--- src/rtl/watch_time_tx_formatter_if.sv ---
// rtl/watch_time_tx_formatter_if.sv - TX FIFO push port between the time formatter and the UART TX FIFO
interface watch_time_tx_formatter_if;
    logic       push;
    logic [7:0] tx_data;
    logic       tx_full;

    modport master (output push, output tx_data, input tx_full);
    modport slave  (input push, input tx_data, output tx_full);
endinterface

--- src/rtl/watch_time_tx_formatter.sv ---
// rtl/watch_time_tx_formatter.sv - snapshots watch time on req and pushes "HH:MM:SS.CC"[CR LF] to the TX FIFO
module watch_time_tx_formatter #(
    parameter bit ADD_CRLF = 1'b1
) (
    input  logic                              clk,
    input  logic                              rst,
    input  logic                              req,
    input  logic [4:0]                        hour,
    input  logic [5:0]                        min,
    input  logic [5:0]                        sec,
    input  logic [6:0]                        msec,
    watch_time_tx_formatter_if.master         fifo,
    output logic                              busy,
    output logic                              done
);

    typedef enum logic {IDLE, SEND} state_t;

    localparam logic [3:0] LAST_IDX = ADD_CRLF ? 4'd12 : 4'd10;

    state_t     state_q, state_d;
    logic [3:0] idx_q, idx_d;
    logic [4:0] snap_hour;
    logic [5:0] snap_min;
    logic [5:0] snap_sec;
    logic [6:0] snap_msec;
    logic       done_q, done_d;
    logic       load;
    logic       push_c;
    logic [7:0] frame_byte;

    // Out-of-range values are encoded by the same arithmetic, so tens may exceed 9.
    function automatic logic [7:0] tens_ch(input logic [6:0] v);
        logic [6:0] t;
        t = v / 7'd10;
        return 8'h30 + {1'b0, t};
    endfunction

    function automatic logic [7:0] ones_ch(input logic [6:0] v);
        logic [6:0] o;
        o = v % 7'd10;
        return 8'h30 + {1'b0, o};
    endfunction

    always_ff @(posedge clk or posedge rst) begin
        if (rst) begin
            state_q   <= IDLE;
            idx_q     <= 4'd0;
            snap_hour <= 5'd0;
            snap_min  <= 6'd0;
            snap_sec  <= 6'd0;
            snap_msec <= 7'd0;
            done_q    <= 1'b0;
        end else begin
            state_q <= state_d;
            idx_q   <= idx_d;
            done_q  <= done_d;
            if (load) begin
                snap_hour <= hour;
                snap_min  <= min;
                snap_sec  <= sec;
                snap_msec <= msec;
            end
        end
    end

    always_comb begin
        state_d = state_q;
        idx_d   = idx_q;
        done_d  = 1'b0;
        load    = 1'b0;
        push_c  = (state_q == SEND) && !fifo.tx_full;
        case (state_q)
            IDLE: begin
                if (req) begin
                    state_d = SEND;
                    idx_d   = 4'd0;
                    load    = 1'b1;
                end
            end
            SEND: begin
                if (push_c) begin
                    if (idx_q == LAST_IDX) begin
                        state_d = IDLE;
                        idx_d   = 4'd0;
                        done_d  = 1'b1;
                    end else begin
                        idx_d = idx_q + 4'd1;
                    end
                end
            end
            default: state_d = IDLE;
        endcase
    end

    always_comb begin
        frame_byte = 8'h00;
        case (idx_q)
            4'd0:    frame_byte = tens_ch({2'b00, snap_hour});
            4'd1:    frame_byte = ones_ch({2'b00, snap_hour});
            4'd2:    frame_byte = 8'h3A;
            4'd3:    frame_byte = tens_ch({1'b0, snap_min});
            4'd4:    frame_byte = ones_ch({1'b0, snap_min});
            4'd5:    frame_byte = 8'h3A;
            4'd6:    frame_byte = tens_ch({1'b0, snap_sec});
            4'd7:    frame_byte = ones_ch({1'b0, snap_sec});
            4'd8:    frame_byte = 8'h2E;
            4'd9:    frame_byte = tens_ch(snap_msec);
            4'd10:   frame_byte = ones_ch(snap_msec);
            4'd11:   frame_byte = 8'h0D;
            4'd12:   frame_byte = 8'h0A;
            default: frame_byte = 8'h00;
        endcase
    end

    always_comb begin
        fifo.push    = push_c;
        fifo.tx_data = (state_q == SEND) ? frame_byte : 8'h00;
        busy         = (state_q == SEND);
        done         = done_q;
    end

endmodule
--- src/flat_wrapper.sv ---
// flat-port wrapper written by rule: the top's interface ports become plain ports
module watch_time_tx_formatter_flat 
#(
    parameter bit ADD_CRLF = 1'b1
)
  (clk, rst, req, hour, min, sec, msec, busy, done, fifo_push, fifo_tx_data, fifo_tx_full);
  watch_time_tx_formatter_if fifo_i ();
  input  logic clk;
  input  logic rst;
  input  logic req;
  input  logic [4:0] hour;
  input  logic [5:0] min;
  input  logic [5:0] sec;
  input  logic [6:0] msec;
  output logic busy;
  output logic done;
  output wire logic [$bits(fifo_i.push)-1:0] fifo_push;
  output wire logic [$bits(fifo_i.tx_data)-1:0] fifo_tx_data;
  input wire logic [$bits(fifo_i.tx_full)-1:0] fifo_tx_full;
  assign fifo_push = fifo_i.push;
  assign fifo_tx_data = fifo_i.tx_data;
  assign fifo_i.tx_full = fifo_tx_full;
  watch_time_tx_formatter #(.ADD_CRLF(ADD_CRLF)) u_core (.clk(clk), .rst(rst), .req(req), .hour(hour), .min(min), .sec(sec), .msec(msec), .fifo(fifo_i), .busy(busy), .done(done));
endmodule
--- config.mk ---
export PLATFORM = sky130hd
export DESIGN_NAME = watch_time_tx_formatter_flat
export DESIGN_NICKNAME = d
export VERILOG_FILES = /design/src/rtl/watch_time_tx_formatter_if.sv /design/src/rtl/watch_time_tx_formatter.sv /design/src/flat_wrapper.sv
export SDC_FILE = /design/constraint.sdc
export NUM_CORES = 1
export LEC_CHECK = 0
export ABC_CLOCK_PERIOD_IN_PS = 3500
export CORE_ASPECT_RATIO = 0.7
export CORE_UTILIZATION = 24
export DETAILED_ROUTE_END_ITERATION = 16
export GPL_ROUTABILITY_DRIVEN = 1
export PLACE_DENSITY = 0.44
export SLEW_MARGIN = 15
export SYNTH_ARGS = -nofsm -noshare
export SYNTH_HDL_FRONTEND = slang
export SYNTH_SLANG_ARGS = --single-unit
--- constraint.sdc ---
create_clock -name clk -period 3.5 [get_ports clk]
set_clock_uncertainty 0.05 [all_clocks]
set_input_delay 0.875 -clock clk [delete_from_list [all_inputs] [get_ports clk]]
set_output_delay 0.875 -clock clk [all_outputs]
set_load 0.05 [all_outputs]
Word level (Yosys, flattened, before mapping)
Cells that the tools add are included.

Input bits: 28. Logic and storage cells: 58. Bits in registers: 30.

Reductions and logical operators: 5. Multiplexer cells: 14. Add/sub/neg operators: 9. Div/mod/pow operators: 8. Equality and inequality tests: 14. Bitwise operators: 1.

Operator list (number): $pmux 8 s12 (1); $add 6x7->8 const A (8); $eq 4x4->1 const B (5); $eq 4x3->1 const B (4); $div 6x4->7 const B (2); $mod 6x4->7 const B (2); $mux 4 (3); $eq 4x2->1 const B (2); $mux 8 (1); $pmux 4 s2 (1); $div 5x4->7 const B (1); $div 7x4->7 const B (1); $mod 5x4->7 const B (1); $mod 7x4->7 const B (1); $mux 1 (7); $add 4x1->4 const B (1); $eq 4x1->1 const B (1); $logic_not 4->1 (1); $ne 2x2->1 const B (2); $pmux 1 s2 (1); $reduce_and 2->1 (1); $reduce_or 2->1 (1); $logic_and 1x1->1 (1); $logic_not 1->1 (1); $not 1->1 (1).

Depth between registers and ports, before layout
Gate-level depths: netlist of run 1.

Word-level depth: 4. Depth in mapped cells: 16. Depth with buffers taken out: 14.

Worst setup path after synthesis of run 1
OpenSTA, ideal clock, no wires.

Path type: flip-flop to output port. From: reg u_core.snap_hour[3]. To: out fifo_tx_data[7]. Slack: -1.177 ns. Stages on the path, launching flop included: 16. Buffers on the path: 2. Data arrival time: 3.752 ns. Path through: dfrtp_1 -> buf_6 -> nor2_1 -> inv_1 -> ha_1 -> clkbuf_1 -> nor3_1 -> a21oi_1 -> ha_1 -> or2b_1 -> a2bb2oi_1 -> a221o_1 -> o21ai_4 -> o21ai_0 -> o21ai_0 -> a21boi_0.

Word-level cells in the longest chain between the ends: 4. Elaborated cells on any way between the ends: 6. Those cells by class: add/sub: 2; div: 2; mux: 2.

RTL lines: start, declared (line watch_time_tx_formatter.sv:23) `logic [4:0] snap_hour;`; start signal, assigned (line watch_time_tx_formatter.sv:59) `snap_hour <= hour;`; $mod 5x4->7 or $div 5x4->7 (tied branches) (line watch_time_tx_formatter.sv:41, watch_time_tx_formatter.sv:35); $add 6x7->8 (on tied branches) (line watch_time_tx_formatter.sv:42, watch_time_tx_formatter.sv:36); $pmux 8 s12 * (line watch_time_tx_formatter.sv:98) `case (idx_q)`; $mux 8 * (line watch_time_tx_formatter.sv:118) `fifo.tx_data = (state_q == SEND) ? frame_byte : 8'h00;`; end, declared (line flat_wrapper.sv:18) `output wire logic [$bits(fifo_i.tx_data)-1:0] fifo_tx_data;`.

Mark *: on every way between the ends. The rest lies on a longest branch, timed or not.

Final worst setup path of run 1
From: reg u_core.snap_hour[3]. To: out fifo_tx_data[2].

The elaborated chain is that of the path after synthesis.

==> results by group, run 1 <==
STA
  • Final TNS setup: -3.12 ns
  • Max Fclk: 254 MHz
  • Slew HR: 0.668
  • Max-slew violations: 0
  • Period utilisation layout: 1.13
  • Final Hold Vio Count: 0
  • Setup violations, final: 8
  • Worst-margin pin slew: 0.497 ns
  • Final WS setup: -0.441 ns
  • RSZ-0062 raised after global routing: yes
  • Tmin final: 3.94 ns

Layout
  • Fillers: 1302
  • Register area: 752 um^2
  • Area used by multi-input combinational logic: around 2400 um^2
  • Layout cells sized above 1: 0.311
  • Area growth syn-to-layout: 50.8%
  • Nets: 572
  • Diodes inserted: 0

Clock tree
  • Clock root cell: clkbuf_16
  • CTS tree: built
  • CTS Hold Buffers Added: 0
  • CTS H-Tree Depth: 2
  • Number of clock sinks: 30
  • Clock Pin Slew Worst Setup and Hold Paths: 0.05 ns
  • Clk buf depth: 2
  • Clk_lat worst skew: 0.28 ns
  • Number of buffers created by CTS: 5

Logic synthesis
  • Mapped Nets: 463
  • Synth Register Bits: 30
  • Commonest cells in the netlist: 43 x nor2_1, 42 x nand2_1, 38 x o21ai_0
  • Distinct cell type count after synthesis: 59
  • Synth Warn #: 0
  • Number of synthesized flops with an enable pin: 0
  • Cell Area, Synth: 3170 um^2
  • Post-synth top area share: 0.237
  • Avg Inst Size Synth: 7.47 um^2
  • Synth Flop Type: dfrtp_1
  • Yosys top cell by area: dfrtp_1
  • Synth area leaders: dfrtp_1 24%, mux2_2 6.0%, o21ai_0 6.0%
  • Synthesized instance count: 424
  • Count leader, synth: nor2_1
  • Post-synth ARST share: 1.00
  • Post-synthesis sequential area ratio: 0.237

Worst hold path
  • Hold crit path type: flop to flop

Placement
  • RD Place Congestion: 0.873
  • HPWL after detailed placement: 8.24 mm
  • PortBufs: 38
  • Place WS: -0.256 ns

Floorplan
  • Num rows: 34
  • DIE HEIGHT: 98.1 um
  • Die Width: 139 um
  • # IOs: 39
  • Initial Util: 0.251
  • Core area: 12600 um^2
  • Die footprint: roughly 14000 um^2

Detailed routing
  • WL per Instance: ~16 um
  • Vias/cell: 5.13
  • 1st-pass router iterations: 4
  • Drt total wl: 10.9 mm
  • Initial drt markers: 213
  • Via count: 3568
  • Residual DRC count: 0
  • Post-route ant nets: 0

Pwr
  • Leakage power: between 1.5 and 2 nW
  • Switch share: 0.459
  • Pwr Density: 651 nW/um^2
  • Combinational Power Share: 0.709
  • Worst IR Drop VDD: 256 uV
  • Clock network power share: 0.139
  • Int Pwr: ~1.7 mW
  • NetSw: 1.42 mW
  • Sequential share of power: 0.152

Worst setup path
  • Slowest cell on crit path: dfrtp_2
  • Arrival @ worst endpoint: 3.02 ns
  • Most used cell, CP: a21oi_4
  • Worst-path maximum fanout: 3
  • WS Path Type: flop to output pin
  • Crit path cell chain: nor4b_4 -> nor3_4 -> a21oi_4 -> ha_4 -> or2b_1 -> nand2b_1 -> a221o_1 -> or2_4 -> mux2i_2 -> a221oi_2 -> a21oi_4 -> buf_12
  • Nature of the critical path startpoint: flop
  • Worst Setup End Kind: output pin
  • Req. time, crit path: approximately 2.6 ns
  • Critical path's largest stage delay: 0.45 ns

GRT
  • Global-route wire length before repair: 17.9 mm
  • Initial antenna violation count: 0
  • GRT Residual Overflow: 0
  • Total GRT Usage: 0.164
  • Vias in the first global route: 3381
  • Largest net degree at the start of global routing: 33

Job
  • Max Cap Viol: 0

Status
  • Failing checks: setup timing
  • Status: finished with violations
state kept, by name, summed over array words and instances, names as in the netlist:
| name | count |
|---|---|
| u_core.busy | 1 |
| u_core.done | 1 |
| u_core.idx_q | 4 |
| u_core.snap_hour | 5 |
| u_core.snap_min | 6 |
| u_core.snap_msec | 7 |
| u_core.snap_sec | 6 |
worst paths after layout:
check                                     from             endpoint  slack (ns)  depth (start not counted)
max reg2reg                        u_core.busy      u_core.idx_q[2]        1.82                          5
max in group asynchronous                  rst  u_core.snap_hour[3]        2.11                          3
min reg2reg                 u_core.snap_sec[5]   u_core.snap_sec[5]        0.48                          1
max                        u_core.snap_hour[3]      fifo_tx_data[2]       -0.44                         12
min                         u_core.snap_sec[5]   u_core.snap_sec[5]        0.48                          1
min in group asynchronous                  rst   u_core.snap_min[0]        0.94                          3
routing by layer:
layer | share of wire | track usage | vias to the layer above
li1 | - | - | 1770
met1 | 0.55 | 0.253 | 1709
met2 | 0.39 | 0.226 | 80
met3 | 0.049 | 0.0368 | 9
met4 | 0.010 | 0.0359 | 0
met5 | 0 | 0 | -
cells in the final DEF (no fill, tap or decap), drive strengths merged, types with 4 or more instances in the layout:
cell | Yosys | final
and2 | 4 | 4
nor2 | 43 | 43
nor3 | 9 | 9
ha | 11 | 11
nand2b | 16 | 16
dfrtp | 30 | 30
nand3 | 7 | 7
mux2 | 17 | 17
clkdlybuf4s50 | 0 | 29
nand2 | 42 | 42
nor2b | 12 | 12
a31oi | 9 | 9
o21ai | 41 | 41
o2111ai | 6 | 6
a21oi | 27 | 27
a22oi | 6 | 6
mux2i | 6 | 6
a311oi | 5 | 5
a211oi | 9 | 9
clkbuf | 19 | 7
inv | 20 | 20
o22ai | 5 | 5
o211ai | 4 | 4
o31ai | 4 | 4
a21o | 4 | 4
xnor2 | 9 | 9
buf | 12 | 104
final cells by class:
class / instances / area share
inverters: 20 / 0.0157
multi-input cells: 343 / 0.512
clock buffers: 7 / 0.0278
repair buffers: 133 / 0.245
flip-flops and latches: 30 / 0.157
well taps: 162 / 0.0424
kinds of logic after synthesis:
kind of cell    Yosys count  synth area share
fa+ha+maj                11            0.0434
compound gates          144             0.300
buf+inv                  51            0.0667
simple gates            153             0.240
flops                    30             0.237
xor+xnor                 12            0.0332
mux                      23            0.0794
power by group through the flow:
stage / sequential, mW / combinational (mW) / clock [mW]
final: 0.471 / 2.20 / 0.433
after global routing: 0.483 / 2.35 / 0.459
after CTS: 0.471 / 2.19 / 0.443
after detailed placement: 0.476 / 2.07 / 0
after global placement: 0.472 / 2.06 / 0
after floorplan: 0.452 / 1.27 / 0
repair_timing:
item | CTS | global route
gates resized for setup | 22 | 5
endpoints found under the hold margin | 0 | 0
buffers inserted | 3 | 2
pin swaps | 22 | 13
endpoints found under the setup margin | 8 | 8
metrics by stage:
stage                     instances  power [mW]  instance area [um^2]  utilization  hold WS (ns)
final                           695        3.11                  4780        0.378         0.483
after global routing            695        3.30                  4780        0.378         0.517
after CTS                       693        3.10                  4750        0.376         0.487
after detailed placement        683        2.55                  4500        0.357         0.475
after global placement          683        2.53                  4500        0.357         0.468
after floorplan                 424        1.72                  3330            -         0.431
critical path, delay by kind of cell, from the launching register on:
family / cells / cell delay [ns]
flops: 1 / 0.45
buf+inv: 1 / 0.16
compound gates: 4 / 0.93
simple gates: 5 / 0.89
mux: 1 / 0.16
fa+ha+maj: 1 / 0.15
Note: power is estimated with default switching activity, not from simulation.
==> run 2, diff against run 1 <==
- CORE_UTILIZATION: 24 -> 52
- CTS_CLUSTER_SIZE: not set -> 24
- PLACE_DENSITY: 0.44 -> 0.8
==> run 2 against run 1 <==
  * The run still ends with setup timing left
  * Wire length shrank 6.4%
  * Power is 4.3% lower
  * Utilization is 40 points higher
  * Via count rose by 2.6%
  * Die area is 53% lower
  * Clock-buffer cell count is the same
  * Non-clock buffer count decreased by 24
==> results by group, run 2 (synthesis results as in run 1) <==
Status
  • Status: finished with violations (unchanged)
  • Failing checks: setup timing (unchanged)

Detailed routing
  • Initial drt markers: 293 (was 213)
  • Drt total wl: 10.2 mm (was 10.9 mm)
  • Highest metal used: met4 (unchanged)
  • Met2 WL: 4.77 mm (was 4.30 mm)
  • Post-route ant nets: 0 (unchanged)
  • WL per Instance: 17.4 um (was 15.7 um)
  • Residual DRC count: 0 (unchanged)
  • Vias/cell: 6.26 (was 5.13)
  • Via count: 3660 (was 3568)
  • Metal3 WL: 789 um (was 531 um)
  • 1st-pass router iterations: 6 (was 4)
  • WL met1: 4.38 mm (was 5.95 mm)

GRT
  • Initial antenna violation count: 0 (unchanged)
  • Total GRT Usage: 0.326 (was 0.164)
  • Largest net degree at the start of global routing: 31 (was 33)
  • GRT Residual Overflow: 0 (unchanged)
  • Global-route wire length before repair: 16.0 mm (was 17.9 mm)
  • Vias in the first global route: 3375 (was 3381)

Worst setup path
  • Worst Setup End Kind: output pin (unchanged)
  • WS Path Type: flop to output pin (unchanged)
  • Reg2reg setup slack: 1.69 ns (was 1.82 ns)
  • Critical R2R Capture: u_core.snap_msec[5] (was u_core.idx_q[2])
  • Req. time, crit path: 2.57 ns (about the same)
  • Nature of the critical path startpoint: flop (unchanged)
  • Arrival @ worst endpoint: 3.02 ns (about the same)
  • Worst reg-to-reg path cell count: 3 (was 5)
  • Worst-path maximum fanout: 4 (was 3)
  • Critical path origin: u_core.snap_hour[3] (unchanged)
  • R2r startpoint: u_core.busy (unchanged)

STA
  • Tmin final: 3.95 ns (was 3.94 ns)
  • Hold WS: 0.479 ns (was 0.483 ns)
  • Max Fclk: 253 MHz (was 254 MHz)
  • RSZ-0062 raised after global routing: yes (unchanged)
  • Final Hold Vio Count: 0 (unchanged)
  • Final WS setup: -0.446 ns (was -0.441 ns)
  • Setup violations, final: 8 (unchanged)
  • Max-slew violations: 0 (unchanged)
  • Slew HR: 0.607 (was 0.668)
  • Period utilisation layout: 1.13 (about the same)
  • Worst-margin pin slew: 0.586 ns (was 0.497 ns)

Layout
  • Diodes inserted: 0 (unchanged)
  • Regs by FF count: u_core.snap_msec x7, u_core.snap_min x6, u_core.snap_sec x6 (unchanged)
  • Nets: 548 (was 572)
  • Layout cells sized above 1: 0.278 (was 0.311)
  • Commonest non-fill, non-tap cell in the layout: buf_4 (unchanged)
  • Commonest cells after routing, fill and taps aside: 69 x buf_4, 42 x nand2_1, 41 x nor2_1, 32 x o21ai_0 (was 94 x buf_4, 42 x nand2_1, 40 x nor2_1, 30 x o21ai_0)
  • Largest register FFs: 7 (unchanged)
  • Post-Route Utilization: 0.775 (was 0.378)
  • Fillers: 433 (was 1302)
  • Area growth syn-to-layout: 41.5% (was 50.8%)
  • Biggest register: u_core.snap_msec (unchanged)

Worst hold path
  • Hold crit path type: flop to flop (unchanged)
  • Hold Crit Start: u_core.snap_msec[0] (was u_core.snap_sec[5])
  • Hold endpoint: u_core.snap_msec[0] (was u_core.snap_sec[5])
  • Hold Path Depth: 1 (unchanged)

Floorplan
  • Core area: 5780 um^2 (was 12600 um^2)
  • Num rows: 23 (was 34)
  • Die footprint: 6410 um^2 (was 13700 um^2)
  • Die Width: 95.3 um (was 139 um)
  • # IOs: 39 (unchanged)
  • DIE HEIGHT: 67.3 um (was 98.1 um)
  • Initial Util: 0.548 (was 0.251)

Job
  • Max Cap Viol: 0 (unchanged)

Pwr
  • Worst IR Drop VDD: 561 uV (was 256 uV)
  • Leakage power: 1.85 nW (was 1.96 nW)
  • Pwr Density: 663 nW/um^2 (was 651 nW/um^2)

Clock tree
  • Clock root cell: clkbuf_8 (was clkbuf_16)
  • CTS H-Tree Depth: 2 (unchanged)
  • Clk buf depth: 2 (unchanged)
  • Number of buffers created by CTS: 5 (unchanged)
  • Clock Pin Slew Worst Setup and Hold Paths: 0.07 ns (was 0.05 ns)
  • CTS tree: built (unchanged)
  • CTS Hold Buffers Added: 0 (unchanged)
  • Number of clock sinks: 30 (unchanged)
  • Clk_lat worst skew: 0.28 ns (about the same)

Placement
  • PortBufs: 38 (unchanged)
  • RD Place Congestion: 0.979 (was 0.873)
  • HPWL after detailed placement: 7.42 mm (was 8.24 mm)
[run 2: changes by cell type in the layout (fill, tap and decap cells not counted), sizes merged]
cell    previous run  this run
buf              104        80
bufinv             0         1
[run 2: cell type report]
type,instances,area [um^2],area share
Timing Repair Buffer,109,1000,0.224
Tap cell,75,93.8,0.0209
Multi-Input combinational cell,343,2450,0.547
Clock inverter,1,30.0,0.00670
Inverter,20,75.1,0.0167
Sequential cell,30,752,0.168
Clock buffer,7,76.3,0.0170
[run 2: worst max-delay path by stage]
stage / to / slack [ns]
after detailed placement: fifo_tx_data[3] / -0.37
after global routing: fifo_tx_data[2] / -0.56
after global placement: fifo_tx_data[3] / -0.21
after CTS: fifo_tx_data[2] / -0.43
final: fifo_tx_data[1] / -0.45
after floorplan: fifo_tx_data[3] / -0.22
[run 2: metrics by stage]
step	cells	area, um^2	setup WS [ns]	total power [mW]	TNS (ns)
3_5_place_dp	572	4230	-0.370	2.46	-1.92
5_1_grt	585	4480	-0.556	3.13	-3.93
3_3_place_gp	572	4230	-0.207	2.41	-0.943
2_1_floorplan	424	3330	-0.218	1.72	-0.754
4_1_cts	585	4450	-0.427	2.91	-2.94
6_report	585	4480	-0.446	2.97	-3.00
[run 2: report_power, final]
part	switching, mW	internal, mW
registers	0.0868	0.398
clock network	0.135	0.213
logic	1.17	0.966
[run 2: worst max-delay path, cell delays in order (launching register included)]
cell,delay [ns]
dfrtp_2,0.44
nor2_4,0.13
inv_2,0.06
ha_4,0.18
nor3_4,0.19
a21oi_4,0.06
ha_4,0.17
or2b_1,0.24
a2bb2oi_1,0.14
a221o_1,0.23
or2_4,0.17
buf_4,0.10
o21ai_2,0.06
a211oi_4,0.31
a21oi_4,0.10
buf_12,0.16
[run 2: what timing repair did]
action                     in CTS  in global routing
resized for setup              19                  6
setup endpoints to repair       8                  8
pin swaps                      16                 10
setup buffers                   5                  0
[run 2: routing by layer]
layer | GRT usage | vias to the layer above
met1 | 0.433 | 1720
met3 | 0.0563 | 35
met2 | 0.529 | 190
met5 | 0 | -
li1 | - | 1715
met4 | 0.125 | 0
